### src/rtl/sspi_pkg.sv
// Shared opcodes, FSM state encoding and per-opcode payload lengths for the MCU SPI command port.
package sspi_pkg;

  localparam logic [7:0] OP_READ    = 8'd0;
  localparam logic [7:0] OP_GETCFG  = 8'd1;
  localparam logic [7:0] OP_SETCFG  = 8'd2;
  localparam logic [7:0] OP_OVERLAY = 8'd3;
  localparam logic [7:0] OP_RSVD4   = 8'd4;
  localparam logic [7:0] OP_ROM     = 8'd7;

  typedef enum logic [2:0] {
    IDLE = 3'd0,
    OPC  = 3'd1,
    PAY  = 3'd2,
    LEN  = 3'd3,
    ROM  = 3'd4,
    SKIP = 3'd5
  } state_e;

  // Bytes following the opcode; for OP_ROM this is the length field only.
  function automatic logic [2:0] pay_len(input logic [7:0] op);
    case (op)
      OP_READ:    pay_len = 3'd0;
      OP_SETCFG:  pay_len = 3'd4;
      OP_RSVD4:   pay_len = 3'd2;
      OP_ROM:     pay_len = 3'd3;
      default:    pay_len = 3'd1;
    endcase
  endfunction

endpackage

### src/rtl/sspi_shift.sv
// SPI mode-0 slave front end: 2-flop synchronisers, edge detect, rx/tx shift registers in the clk domain.
module sspi_shift (
  input  logic       clk_i,
  input  logic       resetn_i,
  input  logic       sspi_cs_i,
  input  logic       sspi_clk_i,
  input  logic       sspi_mosi_i,
  input  logic [7:0] tx_byte_i,
  output logic       sspi_miso_o,
  output logic       cs_fall_o,
  output logic       cs_rise_o,
  output logic       rx_valid_o,
  output logic [7:0] rx_byte_o
);

  logic [1:0] cs_sync_q, sclk_sync_q, mosi_sync_q;
  logic       cs_prev_q, sclk_prev_q;
  logic [2:0] bit_cnt_q;
  logic [6:0] rx_sr_q;
  logic [7:0] rx_byte_q, tx_sr_q;
  logic       rx_valid_q, reload_q;
  logic       cs_low, sclk_rise;

  // CS chain resets to "low" so a reset inside a frame never fakes a CS fall.
  assign cs_low    = ~cs_sync_q[1];
  assign cs_fall_o = cs_prev_q & ~cs_sync_q[1];
  assign cs_rise_o = ~cs_prev_q & cs_sync_q[1];
  assign sclk_rise = cs_low & sclk_sync_q[1] & ~sclk_prev_q;

  always_ff @(posedge clk_i or negedge resetn_i) begin
    if (!resetn_i) begin
      cs_sync_q   <= 2'b00;
      sclk_sync_q <= 2'b00;
      mosi_sync_q <= 2'b00;
      cs_prev_q   <= 1'b0;
      sclk_prev_q <= 1'b0;
      bit_cnt_q   <= 3'd0;
      rx_sr_q     <= 7'd0;
      rx_byte_q   <= 8'd0;
      rx_valid_q  <= 1'b0;
      tx_sr_q     <= 8'd0;
      reload_q    <= 1'b0;
    end else begin
      cs_sync_q   <= {cs_sync_q[0], sspi_cs_i};
      sclk_sync_q <= {sclk_sync_q[0], sspi_clk_i};
      mosi_sync_q <= {mosi_sync_q[0], sspi_mosi_i};
      cs_prev_q   <= cs_sync_q[1];
      sclk_prev_q <= sclk_sync_q[1];
      rx_valid_q  <= 1'b0;
      reload_q    <= rx_valid_q;
      if (!cs_low) begin
        bit_cnt_q <= 3'd0;
      end else if (sclk_rise) begin
        rx_sr_q   <= {rx_sr_q[5:0], mosi_sync_q[1]};
        tx_sr_q   <= {tx_sr_q[6:0], 1'b0};
        bit_cnt_q <= bit_cnt_q + 3'd1;
        if (bit_cnt_q == 3'd7) begin
          rx_byte_q  <= {rx_sr_q, mosi_sync_q[1]};
          rx_valid_q <= 1'b1;
        end
      end
      // Reload one cycle after rx_valid so a pointer update from this byte is visible.
      if (cs_fall_o || reload_q) tx_sr_q <= tx_byte_i;
    end
  end

  assign sspi_miso_o = tx_sr_q[7];
  assign rx_valid_o  = rx_valid_q;
  assign rx_byte_o   = rx_byte_q;

endmodule

### src/rtl/sspi_ctrl.sv
// Command FSM behind the MCU SPI port: config string readback, core_config/overlay writes, ROM download.
// ROM download (opcode 7) is built only when SSPI_ROM_LOAD_EN is defined; otherwise opcode 7 is skipped.
//
// state | meaning
// IDLE  | CS high, waiting for CS fall
// OPC   | waiting for opcode byte
// PAY   | consuming fixed-length payload (pcnt_q bytes left)
// LEN   | collecting 3-byte big-endian ROM length
// ROM   | streaming ROM bytes, cnt_q bytes left
// SKIP  | ignoring bytes until CS rise
module sspi_ctrl
  import sspi_pkg::*;
#(
  parameter int                    CONF_LEN = 5,
  parameter logic [8*CONF_LEN-1:0] CONF_STR = "core;"
) (
  input  logic        clk_i,
  input  logic        resetn_i,
  input  logic        sspi_cs_i,
  input  logic        sspi_clk_i,
  input  logic        sspi_mosi_i,
  output logic        sspi_miso_o,
  output logic [31:0] core_config_o,
  output logic        overlay_o,
  output logic        rom_loading_o,
  output logic [7:0]  rom_do_o,
  output logic        rom_do_valid_o
);

  localparam logic [7:0] LEN8 = 8'(CONF_LEN);

  logic        cs_fall, cs_rise, rx_valid;
  logic [7:0]  rx_byte, tx_byte;
  state_e      state_q, state_d;
  logic [7:0]  ptr_q, ptr_d, op_q, op_d;
  logic [2:0]  pcnt_q, pcnt_d;
  logic [23:0] hold_q, hold_d;
  logic [31:0] cfg_q, cfg_d;
  logic        ovl_q, ovl_d;
`ifdef SSPI_ROM_LOAD_EN
  logic [23:0] cnt_q, cnt_d;
  logic        load_q, load_d;
  logic [7:0]  rdo_q, rdo_d;
  logic        rvalid_q, rvalid_d;
`endif

  sspi_shift u_shift (
    .clk_i       (clk_i),
    .resetn_i    (resetn_i),
    .sspi_cs_i   (sspi_cs_i),
    .sspi_clk_i  (sspi_clk_i),
    .sspi_mosi_i (sspi_mosi_i),
    .tx_byte_i   (tx_byte),
    .sspi_miso_o (sspi_miso_o),
    .cs_fall_o   (cs_fall),
    .cs_rise_o   (cs_rise),
    .rx_valid_o  (rx_valid),
    .rx_byte_o   (rx_byte)
  );

  // CONF_STR holds the first character in its most significant byte.
  always_comb begin
    tx_byte = 8'h00;
    if (ptr_q < LEN8) tx_byte = CONF_STR[8*(CONF_LEN-1-int'(ptr_q)) +: 8];
  end

  always_comb begin
    state_d = state_q;
    ptr_d   = ptr_q;
    op_d    = op_q;
    pcnt_d  = pcnt_q;
    hold_d  = hold_q;
    cfg_d   = cfg_q;
    ovl_d   = ovl_q;
`ifdef SSPI_ROM_LOAD_EN
    cnt_d    = cnt_q;
    load_d   = load_q;
    rdo_d    = rdo_q;
    rvalid_d = 1'b0;
`endif
    case (state_q)
      OPC: if (rx_valid) begin
        op_d   = rx_byte;
        pcnt_d = pay_len(rx_byte);
        case (rx_byte)
          OP_READ: begin
            if (ptr_q < LEN8) ptr_d = ptr_q + 8'd1;
            state_d = SKIP;
          end
          OP_ROM: begin
`ifdef SSPI_ROM_LOAD_EN
            state_d = LEN;
`else
            state_d = SKIP;
`endif
          end
          default: begin
            if (rx_byte == OP_GETCFG) ptr_d = 8'd0;
            state_d = PAY;
          end
        endcase
      end
      PAY: if (rx_valid) begin
        if (op_q == OP_SETCFG) begin
          hold_d = {hold_q[15:0], rx_byte};
          if (pcnt_q == 3'd1) cfg_d = {hold_q, rx_byte};
        end
        if (op_q == OP_OVERLAY) ovl_d = rx_byte[0];
        pcnt_d = pcnt_q - 3'd1;
        if (pcnt_q == 3'd1) state_d = SKIP;
      end
`ifdef SSPI_ROM_LOAD_EN
      LEN: if (rx_valid) begin
        cnt_d  = {cnt_q[15:0], rx_byte};
        pcnt_d = pcnt_q - 3'd1;
        if (pcnt_q == 3'd1) begin
          if ({cnt_q[15:0], rx_byte} == 24'd0) begin
            state_d = SKIP;
          end else begin
            load_d  = 1'b1;
            state_d = ROM;
          end
        end
      end
      ROM: if (rx_valid) begin
        rdo_d    = rx_byte;
        rvalid_d = 1'b1;
        cnt_d    = cnt_q - 24'd1;
        if (cnt_q == 24'd1) begin
          load_d  = 1'b0;
          state_d = SKIP;
        end
      end
`endif
      default: ;
    endcase
    if (cs_rise) begin
      state_d = IDLE;
`ifdef SSPI_ROM_LOAD_EN
      load_d  = 1'b0;
`endif
    end else if (cs_fall) begin
      state_d = OPC;
    end
  end

  always_ff @(posedge clk_i or negedge resetn_i) begin
    if (!resetn_i) begin
      state_q <= IDLE;
      ptr_q   <= LEN8;
      op_q    <= 8'd0;
      pcnt_q  <= 3'd0;
      hold_q  <= 24'd0;
      cfg_q   <= 32'd0;
      ovl_q   <= 1'b0;
`ifdef SSPI_ROM_LOAD_EN
      cnt_q    <= 24'd0;
      load_q   <= 1'b0;
      rdo_q    <= 8'd0;
      rvalid_q <= 1'b0;
`endif
    end else begin
      state_q <= state_d;
      ptr_q   <= ptr_d;
      op_q    <= op_d;
      pcnt_q  <= pcnt_d;
      hold_q  <= hold_d;
      cfg_q   <= cfg_d;
      ovl_q   <= ovl_d;
`ifdef SSPI_ROM_LOAD_EN
      cnt_q    <= cnt_d;
      load_q   <= load_d;
      rdo_q    <= rdo_d;
      rvalid_q <= rvalid_d;
`endif
    end
  end

  assign core_config_o = cfg_q;
  assign overlay_o     = ovl_q;
`ifdef SSPI_ROM_LOAD_EN
  assign rom_loading_o  = load_q;
  assign rom_do_o       = rdo_q;
  assign rom_do_valid_o = rvalid_q;
`else
  assign rom_loading_o  = 1'b0;
  assign rom_do_o       = 8'd0;
  assign rom_do_valid_o = 1'b0;
`endif

endmodule

### config.mk
export PLATFORM = sky130hd
export DESIGN_NAME = sspi_ctrl
export DESIGN_NICKNAME = d
export VERILOG_FILES = /design/src/rtl/sspi_pkg.sv /design/src/rtl/sspi_shift.sv /design/src/rtl/sspi_ctrl.sv
export SDC_FILE = /design/constraint.sdc
export NUM_CORES = 1
export LEC_CHECK = 0
export ABC_AREA = 1
export BUFFER_PORTS_ARGS = -buffer_cell sky130_fd_sc_hd__buf_2
export CAP_MARGIN = 10
export CORE_MARGIN = 8
export CORE_UTILIZATION = 61
export CTS_BUF_LIST = sky130_fd_sc_hd__clkbuf_2
export DETAILED_ROUTE_END_ITERATION = 10
export GPL_ROUTABILITY_DRIVEN = 0
export GPL_TIMING_DRIVEN = 0
export MAX_ROUTING_LAYER = met4
export PLACE_DENSITY = 0.84
export SLEW_MARGIN = 25
export SYNTH_ARGS = -nofsm -noshare
export SYNTH_HDL_FRONTEND = slang
export SYNTH_SLANG_ARGS = --single-unit
### constraint.sdc
create_clock -name clk_i -period 1.8 [get_ports clk_i]
set_input_delay 0.27 -clock clk_i [delete_from_list [all_inputs] [get_ports clk_i]]
set_output_delay 0.27 -clock clk_i [all_outputs]
set_load 0.02 [all_outputs]
==> impl_metrics.prom, run 1 <==
# TYPE chip_impl_metric gauge
chip_impl_metric{name="final_util",unit="%"} 70.1
chip_impl_metric{name="dp_slack",unit="ns"} -0.0720
chip_impl_metric{name="detail_route.first_pass.iterations",unit=""} 4
chip_impl_info{name="synth_top_cells_by_count",value="nand2_1 (144), dfrtp_1 (113), inv_1 (72), o21ai_0 (53), nor2_1 (30)"} 1
chip_impl_metric{name="post-route-min-period",unit="ns"} 1.70
chip_impl_metric{name="floorplan.initialDensity",unit="%"} 61.7
chip_impl_info{name="cell_taking_the_most_area_after_synthesis",value="dfrtp_1"} 1
chip_impl_metric{name="skew",unit="ns"} 0.0317
chip_impl_metric{name="worst_ep_required_time",unit="ns"} 2.33
chip_impl_metric{name="detail_route.wirelength",unit="mm"} 10.2
chip_impl_info{name="min_path_type",value="in2async"} 1
chip_impl_metric{name="floorplan.die_area",unit="mm^2"} 0.0113
chip_impl_metric{name="die_h",unit="um"} 106
chip_impl_metric{name="post_route_cells_drive_above_1_share",unit="%"} 20.4
chip_impl_info{name="endpoint",value="ptr_q[4]"} 1
chip_impl_metric{name="final_number_of_hold_violating_endpoints",unit=""} 0
chip_impl_metric{name="path_max_fanout",unit=""} 4
chip_impl_metric{name="post_synth_instance_area",unit="mm^2"} 0.00499
chip_impl_metric{name="area_growth_syn_to_layout",unit="%"} 13.6
chip_impl_metric{name="grtUsageTotal",unit="%"} 19.4
chip_impl_metric{name="grt_antenna_before_repair",unit=""} 0
chip_impl_metric{name="detail_route.drc_violations",unit=""} 0
chip_impl_info{name="critical_path_start_type",value="flop"} 1
chip_impl_metric{name="placeableCoreArea",unit="mm^2"} 0.00809
chip_impl_metric{name="synth.lib_cells_used.distinct",unit=""} 32
chip_impl_info{name="critical_path_class",value="reg2reg"} 1
chip_impl_metric{name="layout_worst_path_cycle_share",unit="%"} 94.7
chip_impl_info{name="critPathSlowestCell",value="dfrtp_1"} 1
chip_impl_metric{name="arrival",unit="ns"} 2.23
chip_impl_metric{name="synth_sequential_area_ratio",unit="%"} 57.7
chip_impl_metric{name="power_density",unit="mW/mm^2"} 793
chip_impl_info{name="run_status",value="finished clean"} 1
chip_impl_metric{name="cts.reportedPaths.clkPinSlew",unit="ns"} 0.18
chip_impl_metric{name="ir_worst_vdd",unit="uV"} 465
chip_impl_metric{name="asyncSetResetFlopFracSynth",unit="%"} 100
chip_impl_metric{name="placement.io_buffers",unit=""} 38
chip_impl_metric{name="synth-edff-count",unit=""} 0
chip_impl_info{name="worst_setup_path_startpoint",value="ptr_q[1]"} 1
chip_impl_metric{name="p_clk_share",unit="%"} 34.1
chip_impl_metric{name="h-tree-depth",unit=""} 4
chip_impl_metric{name="insertion_delay",unit="ns"} 0.63
chip_impl_metric{name="multi_input_comb_area",unit="mm^2"} 0.00170
chip_impl_metric{name="synth.avg_cell_area",unit="um^2"} 9.26
chip_impl_metric{name="drt-vias-per-instance",unit=""} 5.14
chip_impl_metric{name="grt_overflow",unit=""} 0
chip_impl_metric{name="fraction_of_power_spent_switching_nets",unit="%"} 25.4
chip_impl_metric{name="layout.filler_cells",unit=""} 649
chip_impl_metric{name="switching_power",unit="mW"} 1.14
chip_impl_metric{name="cap_viol_max_count",unit=""} 0
chip_impl_metric{name="power.internal",unit="mW"} 3.36
chip_impl_metric{name="ff_latch_area",unit="mm^2"} 0.00288
chip_impl_metric{name="timing.critical_path.buf_inv",unit=""} 3
chip_impl_metric{name="synth_cells",unit=""} 539
chip_impl_info{name="r2r-end",value="ptr_q[4]"} 1
chip_impl_metric{name="wire_length_of_the_first_global_routing_pass",unit="mm"} 17.2
chip_impl_metric{name="cp_num_cells",unit=""} 9
chip_impl_info{name="synth_top_flop_cell",value="dfrtp_1"} 1
chip_impl_metric{name="hpwl",unit="mm"} 7.26
chip_impl_metric{name="setup.reg_to_reg.worst_slack",unit="ns"} 0.1
chip_impl_metric{name="synth-seq-cells",unit=""} 115
chip_impl_metric{name="seqPwrFrac",unit="%"} 60.2
chip_impl_metric{name="synth_warnings",unit=""} 0
chip_impl_metric{name="synth_top_cell_area_share",unit="%"} 56.7
chip_impl_info{name="synth_most_common_cell",value="nand2_1"} 1
chip_impl_metric{name="max_clock_freq",unit="MHz"} 587
chip_impl_metric{name="cts-root-to-sink-buffers",unit=""} 2
chip_impl_metric{name="grt_start_max_net_pins",unit=""} 66
chip_impl_info{name="root_buffer",value="clkbuf_2"} 1
chip_impl_metric{name="setup_viol",unit=""} 0
chip_impl_metric{name="final_critical_path_setup_slack",unit="ns"} 0.0960
chip_impl_metric{name="p_leak",unit="nW"} 2.86
chip_impl_metric{name="maxSlewViolCount",unit=""} 0
chip_impl_metric{name="grt_pass1_vias",unit=""} 3788
chip_impl_info{name="critical_path.cell_chain",value="inv_1 > ha_1 > o21ai_0 > nor2_2 > inv_1 > a21oi_2 > nand3_2 > inv_2 > nor2_1"} 1
chip_impl_info{name="timing.rr.start",value="ptr_q[1]"} 1
chip_impl_metric{name="die_width",unit="um"} 106
chip_impl_info{name="endpoint_kind",value="flop"} 1
chip_impl_info{name="critPathMostFrequentCell",value="inv_1"} 1
chip_impl_metric{name="worstRegToRegCells",unit=""} 9
chip_impl_metric{name="io_pins",unit=""} 49
chip_impl_metric{name="insertedDiodeCount",unit=""} 0
chip_impl_metric{name="combinationalPowerShare",unit="%"} 5.7
chip_impl_metric{name="drt_iter0_markers",unit=""} 232
chip_impl_metric{name="num-nets-final",unit=""} 626
chip_impl_metric{name="cts_inserted_buffers",unit=""} 17
chip_impl_metric{name="clkSinkCount",unit=""} 115
chip_impl_metric{name="cpPeakStageDelay",unit="ns"} 0.45
chip_impl_metric{name="fp_rows",unit=""} 33
chip_impl_metric{name="drt-wirelength-per-cell",unit="um"} 13.9
chip_impl_info{name="timing.critical_path.max_delay_family",value="flip-flops"} 1
chip_impl_metric{name="antenna_violating_nets_post_route",unit=""} 0
chip_impl_info{name="cts_tree",value="done"} 1
chip_impl_metric{name="num_vias",unit=""} 3748
chip_impl_info{name="synth.top_cells.by_area",value="dfrtp_1 (57%), nand2_1 (11%), inv_1 (5.4%), o21ai_0 (5.3%), o21ai_2 (3.2%)"} 1
layout by cell type (no fill, tap or decap), types with 2 or more instances in the layout:
| cell | Yosys | routed |
|---|---|---|
| dfstp_2 | 2 | 2 |
| buf_4 | 12 | 14 |
| nor3_1 | 2 | 2 |
| a22oi_1 | 2 | 2 |
| conb_1 | 1 | 10 |
| inv_2 | 2 | 3 |
| o211ai_1 | 2 | 2 |
| o21ai_0 | 53 | 53 |
| nand2_2 | 3 | 4 |
| clkbuf_1 | 5 | 5 |
| clkinv_1 | 0 | 4 |
| nand3_1 | 15 | 13 |
| nand2_1 | 144 | 143 |
| bufinv_16 | 0 | 2 |
| nand4_1 | 10 | 10 |
| nor2_1 | 30 | 28 |
| clkinvlp_4 | 0 | 2 |
| inv_1 | 72 | 71 |
| nand3_2 | 2 | 4 |
| dlygate4sd3_1 | 0 | 4 |
| dfrtp_1 | 113 | 113 |
| a21oi_1 | 4 | 3 |
| o21ai_1 | 19 | 19 |
| ha_1 | 9 | 9 |
| buf_6 | 6 | 7 |
| o22ai_1 | 2 | 2 |
| a22o_1 | 2 | 2 |
| clkbuf_2 | 0 | 18 |
| buf_2 | 0 | 37 |
| o21ai_2 | 18 | 18 |
| clkinv_2 | 0 | 4 |
| nor2_2 | 2 | 3 |
worst min-delay path by stage:
stage | start | endpoint
4_1_cts | resetn_i | core_config_o[20]
3_3_place_gp | u_shift.mosi_sync_q[0] | u_shift.mosi_sync_q[1]
6_report | resetn_i | core_config_o[28]
2_1_floorplan | resetn_i | core_config_o[0]
5_1_grt | resetn_i | core_config_o[20]
3_5_place_dp | resetn_i | core_config_o[20]
worst register-to-register path, delay by kind of cell, from the launching register on:
family / cells / cell delay, ns
buf+inv: 3 / 0.34
simple gates: 3 / 0.34
flops: 1 / 0.45
compound gates: 2 / 0.30
fa+ha+maj: 1 / 0.16
logic make-up after synthesis:
group / Yosys count / share of synthesized area, %
other: 1 / 0.0751
buffers and inverters: 98 / 9.40
XOR/XNOR: 1 / 0.176
AND/OR/NAND/NOR: 212 / 18.3
adder cells (fa/ha/maj): 9 / 2.26
flip-flops: 115 / 57.7
AO/OA/AOI/OAI: 103 / 12.1
what timing repair did:
action | CTS | global route
pin swaps | 0 | 1
hold endpoints to repair | 115 | 0
setup buffers | 1 | 1
endpoints found under the setup margin | 6 | 13
hold buffers | 4 | 0
resized for setup | 1 | 7
state kept, by name, indices dropped and copies added, names as in the netlist:
register             flops
core_config_o           32
hold_q                  24
op_q                     8
ptr_q                    8
u_shift.rx_byte_o        8
u_shift.tx_sr_q          8
u_shift.rx_sr_q          7
pcnt_q                   3
state_q                  3
u_shift.bit_cnt_q        3
u_shift.cs_sync_q        2
u_shift.mosi_sync_q      2
u_shift.sclk_sync_q      2
overlay_o                1
u_shift.cs_prev_q        1
u_shift.reload_q         1
u_shift.rx_valid_o       1
u_shift.sclk_prev_q      1
cell type report:
type,count,area share [%]
inverters,74,4.90
plain buffers,24,3.38
multi-input cells,335,30.0
clock inverters,13,2.10
repair buffers,45,4.92
well taps,105,2.32
clock buffers,18,1.59
flip-flops and latches,115,50.8
metal layers:
layer	vias up	wire length (um)	track usage [%]
met2	78	5320	33.1
met3	12	527	5.93
li1	1847	-	-
met1	1811	4200	21.6
met4	0	112	5.43
met5	-	0	-
power groups by stage:
stage	combinational (mW)	sequential, mW	clock [mW]
after global routing	0.296	2.72	1.68
after detailed placement	0.251	2.76	0
after floorplan	0.149	2.75	0
after CTS	0.261	2.71	1.57
final	0.257	2.71	1.53
after global placement	0.228	2.75	0
through the flow:
| step | hold slack [ns] | cell area (um^2) | std cells | total power [mW] | TNS [ns] |
|---|---|---|---|---|---|
| 2_1_floorplan | -0.0256 | 5020 | 548 | 2.90 | 0 |
| 3_3_place_gp | 0.333 | 5350 | 691 | 2.98 | -90.29 |
| 3_5_place_dp | 0.248 | 5380 | 692 | 3.01 | -0.201 |
| 4_1_cts | 0.103 | 5640 | 728 | 4.54 | 0 |
| 5_1_grt | 0.105 | 5670 | 729 | 4.69 | -0.376 |
| 6_report | 0.128 | 5670 | 729 | 4.50 | 0 |
(Power assumes the default switching activity.)
==> inputs of run 2 (changes only) <==
Settings changed: RECOVER_POWER set to 25.
==> run 2 against run 1 <==
Net effect:
- core utilization decreased by 0.077 points
- power hardly changed
- die area is the same
- sequential share of layout area rose by 0.056 points
- design area decreased by 0.11%
- clock skew rose by 0.0018 ns
- critical endpoint unchanged
- global-route usage unchanged
- worst hold slack improved by 0.15 ns
- clock-buffer cell count did not move
- largest cell class unchanged
- maximum frequency decreased by 1.6%
- final cell count unchanged
==> impl_metrics.prom, run 2 (synthesis results as in run 1) <==
# TYPE chip_impl_metric gauge
chip_impl_metric{name="wire_length_of_the_first_global_routing_pass",unit="mm"} 17.2
chip_impl_metric{name="clkSinkCount",unit=""} 115
chip_impl_metric{name="power_density",unit="mW/mm^2"} 794
chip_impl_metric{name="grtUsageTotal",unit="%"} 19.4
chip_impl_info{name="run_status",value="finished clean"} 1
chip_impl_metric{name="fin_total_pwr",unit="mW"} 4.50
chip_impl_info{name="root_buffer",value="clkbuf_2"} 1
chip_impl_metric{name="seqPwrFrac",unit="%"} 60.3
chip_impl_metric{name="p_clk_share",unit="%"} 34.1
chip_impl_metric{name="die_width",unit="um"} 106
chip_impl_metric{name="die_h",unit="um"} 106
chip_impl_metric{name="drt_iter0_markers",unit=""} 240
chip_impl_metric{name="grt_pass1_vias",unit=""} 3788
chip_impl_metric{name="maxSlewViolCount",unit=""} 0
chip_impl_metric{name="cap_viol_max_count",unit=""} 0
chip_impl_metric{name="floorplan.initialDensity",unit="%"} 61.7
chip_impl_metric{name="detail_route.wirelength",unit="mm"} 10.2
chip_impl_metric{name="ir_worst_vdd",unit="uV"} 464
chip_impl_metric{name="sum_of_negative_setup_slack",unit="ns"} 0
chip_impl_metric{name="fraction_of_power_spent_switching_nets",unit="%"} 25.3
chip_impl_metric{name="layout_worst_path_cycle_share",unit="%"} 96.2
chip_impl_metric{name="cts-root-to-sink-buffers",unit=""} 2
chip_impl_info{name="final_cell_mix",value="nand2_1 (143), dfrtp_1 (113), inv_1 (71), o21ai_0 (53), buf_2 (37)"} 1
chip_impl_metric{name="hpwl",unit="mm"} 7.26
chip_impl_metric{name="timing.hold.ws",unit="ns"} 0.282
chip_impl_metric{name="placement.io_buffers",unit=""} 38
chip_impl_info{name="layout_commonest_cell",value="nand2_1"} 1
chip_impl_info{name="cts_tree",value="done"} 1
chip_impl_info{name="critical_path_class",value="reg2reg"} 1
chip_impl_metric{name="relSlewSlack",unit="%"} 14.6
chip_impl_metric{name="cts_inserted_buffers",unit=""} 17
chip_impl_metric{name="drt-vias-per-instance",unit=""} 5.19
chip_impl_metric{name="insertion_delay",unit="ns"} 0.64
chip_impl_metric{name="fp_rows",unit=""} 33
chip_impl_metric{name="post_route_cells_drive_above_1_share",unit="%"} 20.4
chip_impl_metric{name="num_vias",unit=""} 3783
chip_impl_metric{name="grt_start_max_net_pins",unit=""} 66
chip_impl_metric{name="placeableCoreArea",unit="mm^2"} 0.00809
chip_impl_metric{name="dp_slack",unit="ns"} -0.0720
chip_impl_metric{name="skew",unit="ns"} 0.0335
chip_impl_metric{name="largest_reg_flops",unit=""} 32
chip_impl_metric{name="num-nets-final",unit=""} 626
chip_impl_metric{name="drt-wirelength-per-cell",unit="um"} 14.0
chip_impl_metric{name="post-route-min-period",unit="ns"} 1.73
chip_impl_info{name="critical_path_start_type",value="flop"} 1
chip_impl_metric{name="least_margin_pin_slew",unit="ns"} 1.28
chip_impl_metric{name="io_pins",unit=""} 49
chip_impl_metric{name="dp.cells",unit=""} 692
chip_impl_metric{name="grt_overflow",unit=""} 0
chip_impl_metric{name="detail_route.drc_violations",unit=""} 0
chip_impl_metric{name="layout.cells.non_filler",unit=""} 729
chip_impl_metric{name="combinationalPowerShare",unit="%"} 5.7
chip_impl_metric{name="path_max_fanout",unit=""} 4
chip_impl_metric{name="antenna_violating_nets_post_route",unit=""} 0
chip_impl_metric{name="cts.reportedPaths.clkPinSlew",unit="ns"} 0.18
chip_impl_metric{name="insertedDiodeCount",unit=""} 0
chip_impl_info{name="endpoint_kind",value="flop"} 1
chip_impl_metric{name="grt_antenna_before_repair",unit=""} 0
chip_impl_metric{name="final_number_of_hold_violating_endpoints",unit=""} 0
chip_impl_metric{name="p_leak",unit="nW"} 2.86
chip_impl_metric{name="power.internal",unit="mW"} 3.36
chip_impl_metric{name="switching_power",unit="mW"} 1.14
chip_impl_metric{name="h-tree-depth",unit=""} 4
chip_impl_metric{name="setup_viol",unit=""} 0
chip_impl_metric{name="max_clock_freq",unit="MHz"} 577
chip_impl_metric{name="detail_route.first_pass.iterations",unit=""} 4
chip_impl_metric{name="final_critical_path_setup_slack",unit="ns"} 0.0684
chip_impl_metric{name="worst_ep_required_time",unit="ns"} 2.33
chip_impl_metric{name="floorplan.die_area",unit="mm^2"} 0.0113
chip_impl_info{name="min_path_type",value="in2reg"} 1
chip_impl_metric{name="area_growth_syn_to_layout",unit="%"} 13.5
chip_impl_metric{name="arrival",unit="ns"} 2.27
==> run 2: cell count changes in the layout (fill, tap and decap cells not counted) <==
cell      delta
clkbuf_2     +1
buf_6        -1
==> run 2: worst max-delay path, stage by stage, from the launching register on <==
cell	delay, ns
dfrtp_1	0.45
inv_1	0.12
ha_1	0.16
o21ai_0	0.10
nor2_2	0.17
inv_1	0.10
a21oi_2	0.21
nand3_2	0.15
inv_2	0.12
nor2_1	0.04
==> run 2: final timing paths <==
check / depth (start not counted) / endpoint / startpoint / slack [ns]
setup / recovery: 9 / ptr_q[4] / ptr_q[1] / 0.07
hold / removal: 2 / u_shift.sclk_sync_q[0] / sspi_clk_i / 0.28
setup reg to reg: 9 / ptr_q[4] / ptr_q[1] / 0.07
hold reg to reg: 0 / u_shift.sclk_sync_q[1] / u_shift.sclk_sync_q[0] / 0.36
max in group asynchronous: 3 / ptr_q[2] / resetn_i / 0.42
min in group asynchronous: 2 / core_config_o[28] / resetn_i / 0.43
==> run 2: area by class of cell <==
type                       count  area, um^2
multi-input combinational    335        1700
inverter                      74         278
tap                          105         131
clock buffer                  18        90.1
buffer                        24         191
clock inverter                13         119
timing repair buffer          45         273
sequential                   115        2880
fill                         651        2430
==> run 2: power groups by stage <==
stage / registers, mW / clock network [mW] / logic, mW
after floorplan: 2.75 / 0 / 0.149
final: 2.71 / 1.53 / 0.255
after global placement: 2.75 / 0 / 0.228
after global routing: 2.72 / 1.68 / 0.294
after detailed placement: 2.76 / 0 / 0.251
after CTS: 2.71 / 1.57 / 0.261
==> run 2: layer usage <==
layer  routed length [um]  up-vias  global-route usage, %  part of all wire, %
li1                     -     1850                      -                    -
met1                 4230     1836                   21.6                   42
met2                 5300       84                   33.1                   52
met3                  522       13                   5.93                  5.1
met4                  125        0                   5.43                  1.2
met5                    0        -                      -                    0
==> run 2: repair_timing <==
action	in CTS	in global routing
cloned	0	0
setup endpoints to repair	6	13
pin swaps	0	1
hold endpoints to repair	115	0
hold buffers	4	0
setup buffers	1	1
gates resized for setup	1	7
==> run 2: per-stage QoR <==
stage / cell area, um^2 / utilization (%)
after CTS: 5640 / 69.7
final: 5660 / 70.0
after global routing: 5660 / 70.0
after floorplan: 5020 / -
after detailed placement: 5380 / 66.5
after global placement: 5350 / 66.1
==> inputs of run 3 (changes only) <==
Settings changed: CORE_MARGIN 8 to 3.
==> run 3 against run 2 <==
Net effect:
- first-iteration DRC count is 26% lower
- core utilization rose by 3.5 points
- worst hold slack got worse by 0.0093 ns
- clock power grew 24%
- via count rose by 0.61%
- largest power group unchanged
==> impl_metrics.prom, run 3 (synthesis results as in run 1) <==
# TYPE chip_impl_metric gauge
chip_impl_metric{name="setup.reg_to_reg.worst_slack",unit="ns"} 0.11
chip_impl_metric{name="largest_reg_flops",unit=""} 32
chip_impl_metric{name="setup_viol",unit=""} 0
chip_impl_info{name="endpoint_kind",value="flop"} 1
chip_impl_metric{name="layout.filler_cells",unit=""} 573
chip_impl_metric{name="num_vias",unit=""} 3806
chip_impl_metric{name="drt-wirelength-per-cell",unit="um"} 13.1
chip_impl_info{name="critical_path.cell_chain",value="inv_2 > ha_2 > inv_1 > nand2_2 > nand2_1 > nand2_2 > nand4_1 > nand2_2 > nand3_1 > nand2_1 > nand2_1 > nand2_1"} 1
chip_impl_metric{name="worstRegToRegCells",unit=""} 12
chip_impl_metric{name="path_max_fanout",unit=""} 7
chip_impl_info{name="run_status",value="finished clean"} 1
chip_impl_metric{name="fp_rows",unit=""} 32
chip_impl_metric{name="io_pins",unit=""} 49
chip_impl_metric{name="floorplan.die_area",unit="mm^2"} 0.00930
chip_impl_metric{name="cpPeakStageDelay",unit="ns"} 0.57
chip_impl_metric{name="power_density",unit="mW/mm^2"} 842
chip_impl_metric{name="final_number_of_hold_violating_endpoints",unit=""} 0
chip_impl_info{name="critical_path_class",value="reg2reg"} 1
chip_impl_metric{name="placement.io_buffers",unit=""} 38
chip_impl_info{name="setup_repair_after_global_routing_missed_its_margin",value="no"} 1
chip_impl_metric{name="area_growth_syn_to_layout",unit="%"} 15.6
chip_impl_metric{name="cap_viol_max_count",unit=""} 0
chip_impl_info{name="r2r-end",value="u_shift.tx_sr_q[1]"} 1
chip_impl_metric{name="detail_route.drc_violations",unit=""} 0
chip_impl_metric{name="die_h",unit="um"} 96.5
chip_impl_metric{name="antenna_violating_nets_post_route",unit=""} 0
chip_impl_metric{name="worst_ep_required_time",unit="ns"} 2.35
chip_impl_info{name="hold_end",value="u_shift.cs_sync_q[0]"} 1
chip_impl_metric{name="cts-root-to-sink-buffers",unit=""} 2
chip_impl_metric{name="placeableCoreArea",unit="mm^2"} 0.00785
chip_impl_metric{name="hpwl",unit="mm"} 6.75
chip_impl_info{name="min_path_type",value="in2reg"} 1
chip_impl_info{name="final_cell_mix",value="nand2_1 (141), dfrtp_1 (112), inv_1 (70), o21ai_0 (52), buf_2 (37)"} 1
chip_impl_metric{name="wire_length_of_the_first_global_routing_pass",unit="mm"} 16.2
chip_impl_metric{name="grt_overflow",unit=""} 0
chip_impl_metric{name="grt_antenna_before_repair",unit=""} 0
chip_impl_metric{name="die_width",unit="um"} 96.5
chip_impl_info{name="timing.critical_path.max_delay_family",value="simple AND/OR/NAND/NOR gates"} 1
chip_impl_metric{name="relSlewSlack",unit="%"} 9.87
chip_impl_metric{name="final_design_area_no_fill",unit="mm^2"} 0.00577
chip_impl_metric{name="drt-vias-per-instance",unit=""} 5.21
chip_impl_metric{name="h-tree-depth",unit=""} 4
chip_impl_metric{name="fin_total_pwr",unit="mW"} 4.86
chip_impl_metric{name="drt_iter0_markers",unit=""} 178
chip_impl_info{name="cts_tree",value="done"} 1
chip_impl_metric{name="postPlaceCellArea",unit="mm^2"} 0.00538
chip_impl_metric{name="insertedDiodeCount",unit=""} 0
chip_impl_metric{name="num-nets-final",unit=""} 630
chip_impl_metric{name="worstHoldPathCells",unit=""} 2
chip_impl_info{name="root_buffer",value="clkbuf_2"} 1
chip_impl_metric{name="grt_start_max_net_pins",unit=""} 62
chip_impl_metric{name="clkSinkCount",unit=""} 115
chip_impl_metric{name="cts_inserted_buffers",unit=""} 17
chip_impl_metric{name="layout_worst_path_cycle_share",unit="%"} 93.8
chip_impl_metric{name="skew",unit="ns"} 0.0276
chip_impl_info{name="timing.rr.start",value="ptr_q[0]"} 1
chip_impl_info{name="critPathMostFrequentCell",value="nand2_1"} 1
chip_impl_info{name="worst_setup_path_startpoint",value="ptr_q[0]"} 1
chip_impl_info{name="layout_commonest_cell",value="nand2_1"} 1
chip_impl_metric{name="post-route-min-period",unit="ns"} 1.69
chip_impl_metric{name="floorplan.initialDensity",unit="%"} 63.6
chip_impl_metric{name="maxSlewViolCount",unit=""} 0
chip_impl_info{name="critical_path_start_type",value="flop"} 1
chip_impl_metric{name="arrival",unit="ns"} 2.24
chip_impl_metric{name="post_route_cells_drive_above_1_share",unit="%"} 22.1
chip_impl_info{name="min-delay-start",value="sspi_cs_i"} 1
chip_impl_metric{name="p_leak",unit="nW"} 2.92
chip_impl_metric{name="timing.critical_path.buf_inv",unit=""} 2
chip_impl_metric{name="grt_pass1_vias",unit=""} 3657
chip_impl_metric{name="max_clock_freq",unit="MHz"} 592
chip_impl_metric{name="least_margin_pin_slew",unit="ns"} 1.35
chip_impl_metric{name="detail_route.first_pass.iterations",unit=""} 5
chip_impl_info{name="critPathSlowestCell",value="dfstp_2"} 1
chip_impl_metric{name="insertion_delay",unit="ns"} 0.65
chip_impl_metric{name="detail_route.wirelength",unit="mm"} 9.55
chip_impl_metric{name="ir_worst_vdd",unit="uV"} 555
chip_impl_metric{name="cts.reportedPaths.clkPinSlew",unit="ns"} 0.17
chip_impl_metric{name="grtUsageTotal",unit="%"} 23.3
==> run 3: cell types whose count changed in the layout (fill, tap and decap cells not counted), sizes merged <==
| cell | before | now |
|---|---|---|
| buf | 59 | 63 |
| bufinv | 2 | 4 |
| clkinv | 9 | 7 |
| inv | 74 | 75 |
==> run 3: cell type report <==
class	instances	area (um^2)	share of cell area, %
Multi-Input combinational cell	335	1710	29.7
Inverter	74	278	4.82
Timing Repair Buffer	49	303	5.25
Tap cell	102	128	2.21
Clock buffer	18	90.1	1.56
Buffer	24	191	3.32
Clock inverter	14	186	3.23
Sequential cell	115	2880	50.0
==> run 3: report_power, final <==
part / total, mW / internal, mW / switching (mW)
Sequential: 2.71 / 2.67 / 0.0444
Clock: 1.89 / 0.913 / 0.977
Combinational: 0.254 / 0.0891 / 0.165
==> run 3: metal layers <==
layer	vias up	track usage (%)	wire [um]
met5	-	-	0
met3	23	5.19	467
met1	1824	28.1	4110
met4	0	10.4	255
met2	101	37.9	4720
li1	1858	-	-
==> run 3: repair_timing <==
item	CTS	global route
pin swaps	0	6
setup endpoints to repair	7	11
hold buffers	4	0
hold endpoints to repair	118	0
buffers inserted	1	5
gates resized for setup	1	12
==> run 3: per-stage QoR <==
step / util (%) / setup slack, ns / TNS, ns / instances / hold slack (ns)
after floorplan: - / 0.218 / 0 / 548 / -0.0256
after global placement: 68.1 / -0.794 / -89.43 / 688 / 0.332
after detailed placement: 68.5 / -0.0351 / -0.0613 / 689 / 0.256
after CTS: 72.7 / 0.0451 / 0 / 726 / 0.0817
after global routing: 73.5 / 0.000135 / 0 / 731 / 0.214
final: 73.5 / 0.112 / 0 / 731 / 0.272
==> run 3: worst max-delay path by stage <==
stage,depth (start not counted),endpoint
2_1_floorplan,12,u_shift.tx_sr_q[1]
4_1_cts,9,u_shift.tx_sr_q[6]
5_1_grt,8,hold_q[15]
6_report,12,u_shift.tx_sr_q[1]
3_3_place_gp,1,u_shift.sclk_sync_q[0]
3_5_place_dp,10,u_shift.tx_sr_q[2]
